--- src/rtl/mul_div_seq_pkg.sv ---
// rtl/mul_div_seq_pkg.sv - shared op/state encodings and widths for mul_div_seq
package mul_div_seq_pkg;

  localparam int XLEN    = 32;
  localparam int MD_ITER = 32;

  typedef enum logic [1:0] {
    MD_MUL   = 2'b00,
    MD_MULHU = 2'b01,
    MD_DIVU  = 2'b10,
    MD_REMU  = 2'b11
  } md_op_t;

  typedef enum logic [1:0] {
    S_IDLE = 2'b00,
    S_CALC = 2'b01,
    S_FIN  = 2'b10
  } md_state_t;

  function automatic logic md_is_div(md_op_t o);
    return (o == MD_DIVU) || (o == MD_REMU);
  endfunction

endpackage

--- src/rtl/mul_div_seq_rca.sv ---
// rtl/mul_div_seq_rca.sv - ripple-carry adder (x + y + cin) with carry-out
module mul_div_seq_rca #(
  parameter int W = 32
) (
  input  logic [W-1:0] x,
  input  logic [W-1:0] y,
  input  logic         cin,
  output logic [W-1:0] sum,
  output logic         cout
);

  logic carry;

  always_comb begin
    carry = cin;
    sum   = '0;
    for (int i = 0; i < W; i++) begin
      sum[i] = x[i] ^ y[i] ^ carry;
      carry  = (x[i] & y[i]) | (carry & (x[i] ^ y[i]));
    end
    cout = carry;
  end

endmodule

--- src/rtl/mul_div_seq.sv ---
// rtl/mul_div_seq.sv - sequential unsigned MUL/MULHU/DIVU/REMU, one bit per cycle
// Divide path present only when MD_DIV_EN is defined.
module mul_div_seq
  import mul_div_seq_pkg::*;
(
  input  logic            clk,
  input  logic            rst,
  input  logic            start,
  input  logic [1:0]      op,
  input  logic [XLEN-1:0] a,
  input  logic [XLEN-1:0] b,
  output logic            busy,
  output logic            done,
  output logic [XLEN-1:0] result
);

  md_state_t       state;
  md_op_t          op_q;
  logic [5:0]      count;
  // hi: product high half / partial remainder; lo: multiplier / dividend-then-quotient
  logic [XLEN-1:0] hi, lo, opnd;

  logic [XLEN-1:0] add_x, add_y, sum;
  logic            add_cin, cout;

  mul_div_seq_rca #(.W(XLEN)) u_rca (
    .x    (add_x),
    .y    (add_y),
    .cin  (add_cin),
    .sum  (sum),
    .cout (cout)
  );

`ifdef MD_DIV_EN
  logic quo_bit;
  // A set rem[31] means the shifted remainder exceeds 32 bits, so it is always >= divisor
  assign quo_bit = cout | hi[XLEN-1];
`endif

  always_comb begin
    add_x   = hi;
    add_y   = lo[0] ? opnd : '0;
    add_cin = 1'b0;
`ifdef MD_DIV_EN
    if (md_is_div(op_q)) begin
      add_x   = {hi[XLEN-2:0], lo[XLEN-1]};
      add_y   = ~opnd;
      add_cin = 1'b1;
    end
`endif
  end

  always_ff @(posedge clk) begin
    if (!rst) begin
      state  <= S_IDLE;
      op_q   <= MD_MUL;
      count  <= '0;
      hi     <= '0;
      lo     <= '0;
      opnd   <= '0;
      busy   <= 1'b0;
      done   <= 1'b0;
      result <= '0;
    end else begin
      unique case (state)
        S_IDLE: begin
          done <= 1'b0;
          if (start) begin
            op_q  <= md_op_t'(op);
            count <= '0;
            hi    <= '0;
            busy  <= 1'b1;
`ifdef MD_DIV_EN
            if (md_is_div(md_op_t'(op))) begin
              opnd <= b;
              lo   <= a;
            end else begin
              opnd <= a;
              lo   <= b;
            end
            state <= S_CALC;
`else
            opnd  <= a;
            lo    <= b;
            state <= md_is_div(md_op_t'(op)) ? S_FIN : S_CALC;
`endif
          end
        end
        S_CALC: begin
`ifdef MD_DIV_EN
          if (md_is_div(op_q)) begin
            hi <= quo_bit ? sum : add_x;
            lo <= {lo[XLEN-2:0], quo_bit};
          end else begin
            hi <= {cout, sum[XLEN-1:1]};
            lo <= {sum[0], lo[XLEN-1:1]};
          end
`else
          hi <= {cout, sum[XLEN-1:1]};
          lo <= {sum[0], lo[XLEN-1:1]};
`endif
          count <= count + 6'd1;
          if (count == 6'(MD_ITER - 1)) state <= S_FIN;
        end
        S_FIN: begin
          unique case (op_q)
            MD_MUL:   result <= lo;
            MD_MULHU: result <= hi;
`ifdef MD_DIV_EN
            MD_DIVU:  result <= lo;
            MD_REMU:  result <= hi;
`else
            default:  result <= '0;
`endif
          endcase
          done  <= 1'b1;
          busy  <= 1'b0;
          state <= S_IDLE;
        end
        default: state <= S_IDLE;
      endcase
    end
  end

endmodule
--- config.mk ---
export PLATFORM = sky130hd
export DESIGN_NAME = mul_div_seq
export DESIGN_NICKNAME = d
export VERILOG_FILES = /design/src/rtl/mul_div_seq_pkg.sv /design/src/rtl/mul_div_seq_rca.sv /design/src/rtl/mul_div_seq.sv
export SDC_FILE = /design/constraint.sdc
export NUM_CORES = 1
export LEC_CHECK = 0
export CAP_MARGIN = 20
export CORE_MARGIN = 8
export CORE_UTILIZATION = 46
export CTS_CLUSTER_SIZE = 25
export DETAILED_ROUTE_END_ITERATION = 12
export PLACE_DENSITY = 0.7
export REMOVE_ABC_BUFFERS = 1
export SETUP_SLACK_MARGIN = 0.2
export SLEW_MARGIN = 20
export SYNTH_ARGS = -nofsm -noshare
export SYNTH_HDL_FRONTEND = slang
export SYNTH_SLANG_ARGS = --single-unit
--- constraint.sdc ---
create_clock -name clk -period 14.42 [get_ports clk]
set_input_delay 1.442 -clock clk [delete_from_list [all_inputs] [get_ports clk]]
set_output_delay 1.442 -clock clk [all_outputs]
set_load 0.01 [all_outputs]
== Word-level counts from Yosys, hierarchy flattened ==
Index checks and enable logic that the tools add are counted.

* Flip-flop bits (word level): 140
* Latch bits: 0
* RAM bits: 0
* ROM bits: 0
* Input bits: 69
* Word-level logic and storage cells: 199
* Memories: 0

* $add $sub $neg: 1
* Multiply operators: 0
* Div/mod/pow operators: 0
* Order comparisons: 0
* Eq/ne operators: 8
* Shift-type cells: 0
* Multiplexer cells: 15
* Bitwise gates (word level): 157
* Reductions and logical operators: 9

{| class="wikitable"
|+ Operator list
! operator !! number
|-
| case mux 32 bit (2 select lines) || 3
|-
| 2-to-1 mux 32 bit || 3
|-
| AND 1 bit || 63
|-
| bitwise XOR 1 bit || 63
|-
| OR 1 bit || 31
|-
| case mux 6 bit (2 select lines) || 1
|-
| AND reduction 2 bit || 4
|-
| adder 6 x 1 -> 6 bit, second input constant || 1
|-
| equality test 2 bit, second input constant || 3
|-
| equality test 6 x 5 -> 1 bit, second input constant || 1
|-
| 2-to-1 mux 2 bit || 3
|-
| 2-to-1 mux 6 bit || 1
|-
| equality test 2 x 1 -> 1 bit, second input constant || 2
|-
| zero test 2 bit || 2
|-
| inequality test 2 bit, second input constant || 2
|-
| case mux 1 bit (2 select lines) || 2
|-
| case mux 2 bit (2 select lines) || 1
|-
| nonzero test 2 bit || 2
|-
| logical OR 1 bit || 1
|-
| 2-to-1 mux 1 bit || 1
|}

== Logic depth before layout (Yosys ltp) ==
Gate-level depths: netlist of the first run.

* Word-level depth: 65
* Gate-level depth with buffers: 39
* Gate-level depth less buffers: 38

== Hierarchy ==
A second synthesis of the first run with hierarchy kept.

* Cell total of the unflattened synthesis: 708
* Area total of the unflattened synthesis: 6501.2 um2

{| class="wikitable"
|+ Modules (own cells, without submodules)
! module !! instances !! cells each !! area each (um2) !! seq. area each (um2)
|-
| mul_div_seq || 1 || 666 || 5823.1 || 2802.7
|-
| mul_div_seq_rca || 1 || 42 || 678.2 || 0.0
|}

== Worst setup path before layout of the first run ==
No wires, ideal clock.

* Path type: reg-to-reg
* Start point: register lo[0]
* End point: register hi[30] (netlist: add_x[30])
* Library setup time: 0.128 ns
* Arrival time: 12.776 ns
* Required time: 14.292 ns
* Path slack: 1.516 ns
* Stages on the path, launching flop included: 39
* Buffers on the path: 2
* Period minus slack after synthesis: 12.904 ns
* Cells stage by stage: dfxtp_1 > clkbuf_1 > clkbuf_1 > nand2_1 > fa_1 > fa_1 > fa_1 > fa_1 > fa_1 > fa_1 > fa_1 > fa_1 > fa_1 > fa_1 > fa_1 > fa_1 > fa_1 > fa_1 > [... 3 more ...] > fa_1 > fa_1 > fa_1 > fa_1 > fa_1 > fa_1 > fa_1 > fa_1 > fa_1 > fa_1 > fa_1 > fa_1 > inv_1 > fa_1 > inv_1 > fa_1 > a2bb2oi_1 > nor2_1

* Cells in the longest elaborated chain, start to end: 64

{| class="wikitable"
|+ RTL lines
! element !! line !! text
|-
| start: declaration || mul_div_seq.sv:21 || <nowiki>logic [XLEN-1:0] hi, lo, opnd;</nowiki>
|-
| start signal: assignment || mul_div_seq.sv:100 || <nowiki>lo <= {sum[0], lo[XLEN-1:1]};</nowiki>
|-
| 2-to-1 mux 32 bit * || mul_div_seq.sv:42 || <nowiki>add_y = lo[0] ? opnd : '0;</nowiki>
|-
| AND 1 bit / bitwise XOR 1 bit (equally long branches) || mul_div_seq_rca.sv:19 || <nowiki>carry = (x[i] & y[i]) | (carry & (x[i] ^ y[i]));</nowiki>
|-
| AND 1 bit || mul_div_seq_rca.sv:19 ||
|-
| OR 1 bit || mul_div_seq_rca.sv:19 ||
|-
| AND 1 bit || mul_div_seq_rca.sv:19 ||
|-
| OR 1 bit || mul_div_seq_rca.sv:19 ||
|-
| AND 1 bit || mul_div_seq_rca.sv:19 ||
|-
| OR 1 bit || mul_div_seq_rca.sv:19 ||
|-
| [... 48 more ...] || n/a ||
|-
| AND 1 bit || mul_div_seq_rca.sv:19 ||
|-
| OR 1 bit || mul_div_seq_rca.sv:19 ||
|-
| AND 1 bit || mul_div_seq_rca.sv:19 ||
|-
| OR 1 bit || mul_div_seq_rca.sv:19 ||
|-
| AND 1 bit || mul_div_seq_rca.sv:19 ||
|-
| OR 1 bit || mul_div_seq_rca.sv:19 ||
|-
| bitwise XOR 1 bit * || mul_div_seq_rca.sv:18 || <nowiki>sum[i] = x[i] ^ y[i] ^ carry;</nowiki>
|-
| case mux 32 bit (2 select lines) * || mul_div_seq.sv:65 || <nowiki>unique case (state)</nowiki>
|-
| end signal: assignment || mul_div_seq.sv:99 || <nowiki>hi <= {cout, sum[XLEN-1:1]};</nowiki>
|-
| end: declaration || mul_div_seq.sv:21 ||
|}

Mark *: on every way between the ends. The rest lies on a longest branch, timed or not.
A chain may end at the register's enable or synchronous reset.

== Worst setup path in the final report of the first run ==
Ends and elaborated chain as after synthesis.

==> flow_metrics.env, run 1 <==
export IMPL_hp_class="register to register"
export IMPL_dp_cells=960
export IMPL_yosys_mux_area_fraction_pct=5.76
export IMPL_required_ns=14.69
export IMPL_critPathKind="register to register"
export IMPL_multiInputGateArea_um2=3250
export IMPL_clk_path_buf_depth=2
export IMPL_path_delay_family="adder cells"
export IMPL_final_layout_size_suffix_gt1_share_pct=9.98
export IMPL_critPathCaptureType="register"
export IMPL_synth_seq_cells=140
export IMPL_crit_path_start_kind="register"
export IMPL_cts_buffers=17
export IMPL_combPwrFrac_pct=11.7
export IMPL_synth_area_per_cell_um2=8.80
export IMPL_seq_area_um2=2800
export IMPL_yosysTopAreaCellShare_pct=43.6
export IMPL_nNetsFinal=901
export IMPL_arrival_ns=13.78
export IMPL_switching_share_pct=22.7
export IMPL_grt_pass1_vias=5600
export IMPL_synth_compound_area_share_pct=16.8
export IMPL_fin_hold_ws_ns=0.451
export IMPL_globalRouteOverflowTotal=0
export IMPL_power_density_nw_per_um2=132
export IMPL_rsz0062_at_grt="false"
export IMPL_grt_pass1_wl_um=27100
export IMPL_p_switching_mw=0.246
export IMPL_die_area_um2=18000
export IMPL_groute_usage_overall_pct=18.4
export IMPL_ys_warn_count=0
export IMPL_fp_row_count=43
export IMPL_clock_sink_count=140
export IMPL_fillers=1218
export IMPL_core_region_area_um2=13800
export IMPL_slowest_stage="dfxtp_1"
export IMPL_diodes=0
export IMPL_synth_top_family_by_area="simple AND/OR/NAND/NOR gates"
export IMPL_cpMostUsedCell="fa_1"
export IMPL_design_area_um2=8230
export IMPL_max_clock_freq_mhz=74.0
export IMPL_gp_congestion=0.817
export IMPL_synth_xor_area_share_pct=0
export IMPL_placedInstanceArea_um2=7500
export IMPL_fin_tns_setup_ns=0
export IMPL_outcome="finished, final reports clean"
export IMPL_drv_cap=0
export IMPL_syn_inst=731
export IMPL_worst_path_buf_inv=3
export IMPL_via_count=5311
export IMPL_post_cts_resized=0
export IMPL_power_frac_clock_pct=49.2
export IMPL_fp_dieW_um=134
export IMPL_syn_cell_area_um2=6430
export IMPL_initial_utilization_pct=46.7
export IMPL_synth_seq_area_share_pct=43.6
export IMPL_relSlewSlack_pct=32.9
export IMPL_io_pins=103
export IMPL_synthArstFlopShare_pct=0
export IMPL_viasPerCell=5.35
export IMPL_io_buffers=102
export IMPL_cts_max_level=4
export IMPL_min_period_ns=13.51
export IMPL_yosysMostFrequentCell="nand2_1"
export IMPL_grt_max_degree=84
export IMPL_p_int_mw=0.838
export IMPL_post_cts_buffers=0
export IMPL_die_h_um=134
export IMPL_clock_latency_ns=0.42
export IMPL_cp_max_fo=13
export IMPL_hold_viol=0
export IMPL_synthToLayoutAreaGrowth_pct=27.9
export IMPL_seq_power_share_pct=39.1
export IMPL_tightestPinTransition_ns=1.00
export IMPL_slew_viol_final=0
export IMPL_clkTransAtPathRegs_ns=0.06
export IMPL_yosys_area_top_type="dfxtp_1"
export IMPL_cts_root_buf="clkbuf_16"
export IMPL_synthAdderAreaFrac_pct=10.0
export IMPL_synth_simple_area_share_pct=17.4
export IMPL_antenna_found_initial=0
export IMPL_wl_um=16000
export IMPL_first_pass_iters=5
export IMPL_slowest_delay_ns=0.58
export IMPL_finalSetupViolCount=0
export IMPL_drtAntennaViolNets=0
export IMPL_synth_edf_count=0
export IMPL_drtIter0Drc=277
export IMPL_synthFlopType="dfxtp_1"
export IMPL_power_leakage_nw=2.86
export IMPL_cts_tree="done"
export IMPL_ys_types=38
export IMPL_min_period_over_period_pct=93.7
export IMPL_dp_hpwl_um=10500
export IMPL_fin_cells=992
export IMPL_hold_buffers=0
export IMPL_synth_area_top_cells="dfxtp_1 44%, fa_1 9.6%, nand2_1 9.6%, nor2_1 5.8%, mux2_2 5.6%"
export IMPL_wire_per_inst_um=16.2
export IMPL_drc_errors=0
export IMPL_skew_ns=0.00965
export IMPL_synth_top_cells_by_count="165 x nand2_1, 140 x dfxtp_1, 99 x nor2_1, 40 x a21oi_1, 35 x inv_1"
export IMPL_irDropWorstVdd_v=0.0000887
## cell usage in the layout, fill, tap and decap left out, drive strengths merged, types with 2 or more instances in the layout
cell type      netlist  routed
a22oi               34      34
buf                 31       9
bufinv               0       8
a2bb2oi             31      31
o21ai                2       2
and2                 2       2
nand2b               2       2
ha                   2       2
a21oi               40      40
nor2                99      99
a311oi              32      32
clkdlybuf4s50        0     102
mux2                32      32
dfxtp              140     140
clkinv               0       3
fa                  31      31
nand2              165     165
nor3b                5       5
inv                 35      35
clkbuf              31      20
## final timing paths
path	start	to	slack [ns]	cells past startpoint
min	opnd[30]	opnd[30]	0.45	2
max	lo[0]	add_x[30]	0.91	37
max reg2reg	lo[0]	add_x[30]	0.91	37
min reg2reg	opnd[30]	opnd[30]	0.45	2
## stage by stage
stage               utilization [%]  power [mW]  setup WS (ns)
floorplan                         -       0.504           1.13
finish                         59.7        1.08          0.910
global route                   59.7        1.12          0.349
CTS                            59.7        1.09          0.913
detailed placement             54.4       0.558          0.964
global placement               54.4       0.555           1.15
## power groups by stage
stage / logic [mW] / registers (mW) / clock network (mW)
final: 0.126 / 0.424 / 0.533
after global routing: 0.139 / 0.427 / 0.558
after CTS: 0.127 / 0.424 / 0.538
after detailed placement: 0.126 / 0.432 / 0
after global placement: 0.123 / 0.431 / 0
after floorplan: 0.0722 / 0.432 / 0
## flip-flops by register name (all words and copies together), names as in the netlist
signal,cells
opnd,32
lo,32
result,32
state,2
op_q,2
busy,1
count,6
done,1
add_x,32
## final cells by class
class / count / area share (%)
multi-input cells: 494 / 39.5
flip-flops and latches: 140 / 34.1
repair buffers: 111 / 13.2
clock buffers: 20 / 5.67
clock inverters: 12 / 3.19
well taps: 180 / 2.74
inverters: 35 / 1.63
## metal layers
metal  part of all wire (%)  vias up  wire, um  GRT usage (%)
met4                    1.4        0       232           5.80
met3                    5.1       16       824           4.94
met1                     42     2569      6800           21.0
li1                       -     2597         -              -
met2                     51      129      8170           32.6
met5                      0        -         0              0
## worst register-to-register path: cells and delay by family (launching register included)
| family | cells | cell delay (ns) |
|---|---|---|
| fa+ha+maj | 31 | 12.05 |
| flops | 1 | 0.58 |
| compound gates | 1 | 0.16 |
| simple gates | 2 | 0.15 |
| buf+inv | 3 | 0.41 |
## kinds of logic (layout without fill, tap and decap cells)
group | count (synthesis) | in the layout
simple gates | 281 | 281
compound gates | 147 | 147
flops | 140 | 140
buf+inv | 97 | 178
fa+ha+maj | 33 | 33
mux | 33 | 33
(Power assumes the default switching activity.)
==> inputs of run 2 (changes only) <==
--- a/config.mk
+++ b/config.mk
@@ -8,8 +8,8 @@
 export CAP_MARGIN = 20
 export CORE_MARGIN = 8
 export CORE_UTILIZATION = 46
-export CTS_CLUSTER_SIZE = 25
 export DETAILED_ROUTE_END_ITERATION = 12
+export GPL_TIMING_DRIVEN = 1
 export PLACE_DENSITY = 0.7
 export REMOVE_ABC_BUFFERS = 1
 export SETUP_SLACK_MARGIN = 0.2
==> results of run 2 <==
The final DEF is identical to that of run 1; final timing and power are the same.
==> inputs of run 3 (changes only) <==
--- a/config.mk
+++ b/config.mk
@@ -10,7 +10,7 @@
 export CORE_UTILIZATION = 46
 export DETAILED_ROUTE_END_ITERATION = 12
 export GPL_TIMING_DRIVEN = 1
-export PLACE_DENSITY = 0.7
+export PLACE_DENSITY_LB_ADDON = 0.2
 export REMOVE_ABC_BUFFERS = 1
 export SETUP_SLACK_MARGIN = 0.2
 export SLEW_MARGIN = 20
==> run 3 against run 2 <==
  * Clock power fell by 29%
  * Critical path depth unchanged
  * First-iteration DRC count up 17%
  * Global-route usage up 0.11 points
  * Final cell count fell by 0.40%
  * Critical endpoint unchanged
==> flow_metrics.env, run 3 (synthesized netlist as in run 1, its figures left out) <==
export IMPL_clkTransAtPathRegs_ns=0.06
export IMPL_nNetsFinal=901
export IMPL_layout_common_cells="165 x nand2_1, 140 x dfxtp_1, 102 x clkdlybuf4s50_1"
export IMPL_regToRegEndpoint="add_x[30]"
export IMPL_grt_max_degree=85
export IMPL_drv_cap=0
export IMPL_power_density_nw_per_um2=116
export IMPL_first_pass_iters=5
export IMPL_groute_usage_overall_pct=18.5
export IMPL_via_count=5327
export IMPL_globalRouteOverflowTotal=0
export IMPL_post_cts_resized=0
export IMPL_cp_max_fo=33
export IMPL_die_area_um2=18000
export IMPL_setup_slack_ns=1.01
export IMPL_cts_max_level=4
export IMPL_slowest_delay_ns=0.48
export IMPL_gp_congestion=0.751
export IMPL_p_switching_mw=0.234
export IMPL_post_cts_buffers=0
export IMPL_max_clock_freq_mhz=74.6
export IMPL_cts_buffers=17
export IMPL_combPwrFrac_pct=13.7
export IMPL_die_h_um=134
export IMPL_p_int_mw=0.695
export IMPL_switching_share_pct=25.2
export IMPL_dp_worst_setup_slack_ns=1.02
export IMPL_grt_pass1_wl_um=26900
export IMPL_min_period_over_period_pct=93.0
export IMPL_hp_class="register to register"
export IMPL_hold_buffers=0
export IMPL_slew_viol_final=0
export IMPL_slowest_stage="fa_1"
export IMPL_r2r_cells=37
export IMPL_r2r_slack_ns=1.01
export IMPL_outcome="finished, final reports clean"
export IMPL_power_frac_clock_pct=40.7
export IMPL_cpMostUsedCell="fa_1"
export IMPL_diodes=0
export IMPL_relSlewSlack_pct=27.2
export IMPL_drc_errors=0
export IMPL_tightestPinTransition_ns=1.09
export IMPL_core_region_area_um2=13800
export IMPL_min_period_ns=13.41
export IMPL_setup_worst_path_end="add_x[30]"
export IMPL_final_layout_size_suffix_gt1_share_pct=8.79
export IMPL_viasPerCell=5.39
export IMPL_initial_utilization_pct=46.7
export IMPL_irDropWorstVdd_v=0.0000836
export IMPL_rsz0062_at_grt="false"
export IMPL_io_buffers=102
export IMPL_fin_tns_setup_ns=0
export IMPL_cts_root_buf="clkbuf_16"
export IMPL_hold_viol=0
export IMPL_arrival_ns=13.68
export IMPL_fp_dieW_um=134
export IMPL_io_pins=103
export IMPL_fp_row_count=43
export IMPL_skew_ns=0.00542
export IMPL_startpoint="lo[0]"
export IMPL_seq_power_share_pct=45.6
export IMPL_power_leakage_nw=2.75
export IMPL_cts_tree="done"
export IMPL_clock_latency_ns=0.41
export IMPL_regToRegStartpoint="lo[0]"
export IMPL_antenna_found_initial=0
export IMPL_drtAntennaViolNets=0
export IMPL_drtIter0Drc=324
export IMPL_finalSetupViolCount=0
export IMPL_critPathKind="register to register"
export IMPL_final_common_cell="nand2_1"
export IMPL_critPathCaptureType="register"
export IMPL_synthToLayoutAreaGrowth_pct=24.4
export IMPL_grt_pass1_vias=5352
export IMPL_crit_path_start_kind="register"
export IMPL_clk_path_buf_depth=2
export IMPL_clock_sink_count=140
export IMPL_wl_um=16100
export IMPL_dp_hpwl_um=10500
export IMPL_wire_per_inst_um=16.3
export IMPL_required_ns=14.69
## run 3: cell count changes in the layout (fill, tap and decap cells not counted)
cell	delta
or3b_1	+1
clkbuf_1	+5
or3b_2	-1
clkinvlp_4	-1
bufinv_16	-8
## run 3: critical path: cells and delay by family, from the launching register on
kind,cells,cell delay (ns)
simple gates,2,0.18
buf+inv,3,0.44
flops,1,0.32
fa+ha+maj,31,12.15
compound gates,1,0.16
## run 3: worst min path at each step
stage,start,cells after the start,endpoint
floorplan,opnd[0],2,opnd[0]
global placement,opnd[0],2,opnd[0]
detailed placement,opnd[12],2,opnd[12]
CTS,opnd[12],2,opnd[12]
global route,opnd[12],2,opnd[12]
finish,opnd[30],2,opnd[30]
## run 3: per-layer routing
metal / global-route usage, % / wire [um] / vias up
met5: 0 / 0 / -
met4: 6.24 / 211 / 0
met3: 5.98 / 1130 / 17
met2: 31.2 / 7880 / 139
met1: 21.7 / 6900 / 2581
li1: - / - / 2590
## run 3: power by group through the flow
stage	registers, mW	logic [mW]	clock network [mW]
2_1_floorplan	0.432	0.0722	0
5_1_grt	0.426	0.141	0.402
6_report	0.423	0.128	0.378
3_3_place_gp	0.430	0.125	0
3_5_place_dp	0.431	0.128	0
4_1_cts	0.423	0.129	0.383
## run 3: cell type report
class / instances / area [um2]
clock buffers: 25 / 485
clock inverters: 3 / 15.0
fillers: 1292 / 5770
inverters: 35 / 134
multi-input cells: 494 / 3250
flip-flops and latches: 140 / 2800
well taps: 180 / 225
repair buffers: 111 / 1090
## run 3: per-stage QoR
stage	instance area [um2]	power [mW]	cells	hold slack, ns	utilization, %
6_report	8000	0.929	988	0.454	58.1
5_1_grt	8000	0.969	988	0.465	58.1
3_3_place_gp	7500	0.555	960	0.439	54.4
2_1_floorplan	6150	0.504	669	0.432	-
3_5_place_dp	7500	0.559	960	0.447	54.4
4_1_cts	8000	0.935	988	0.454	58.1
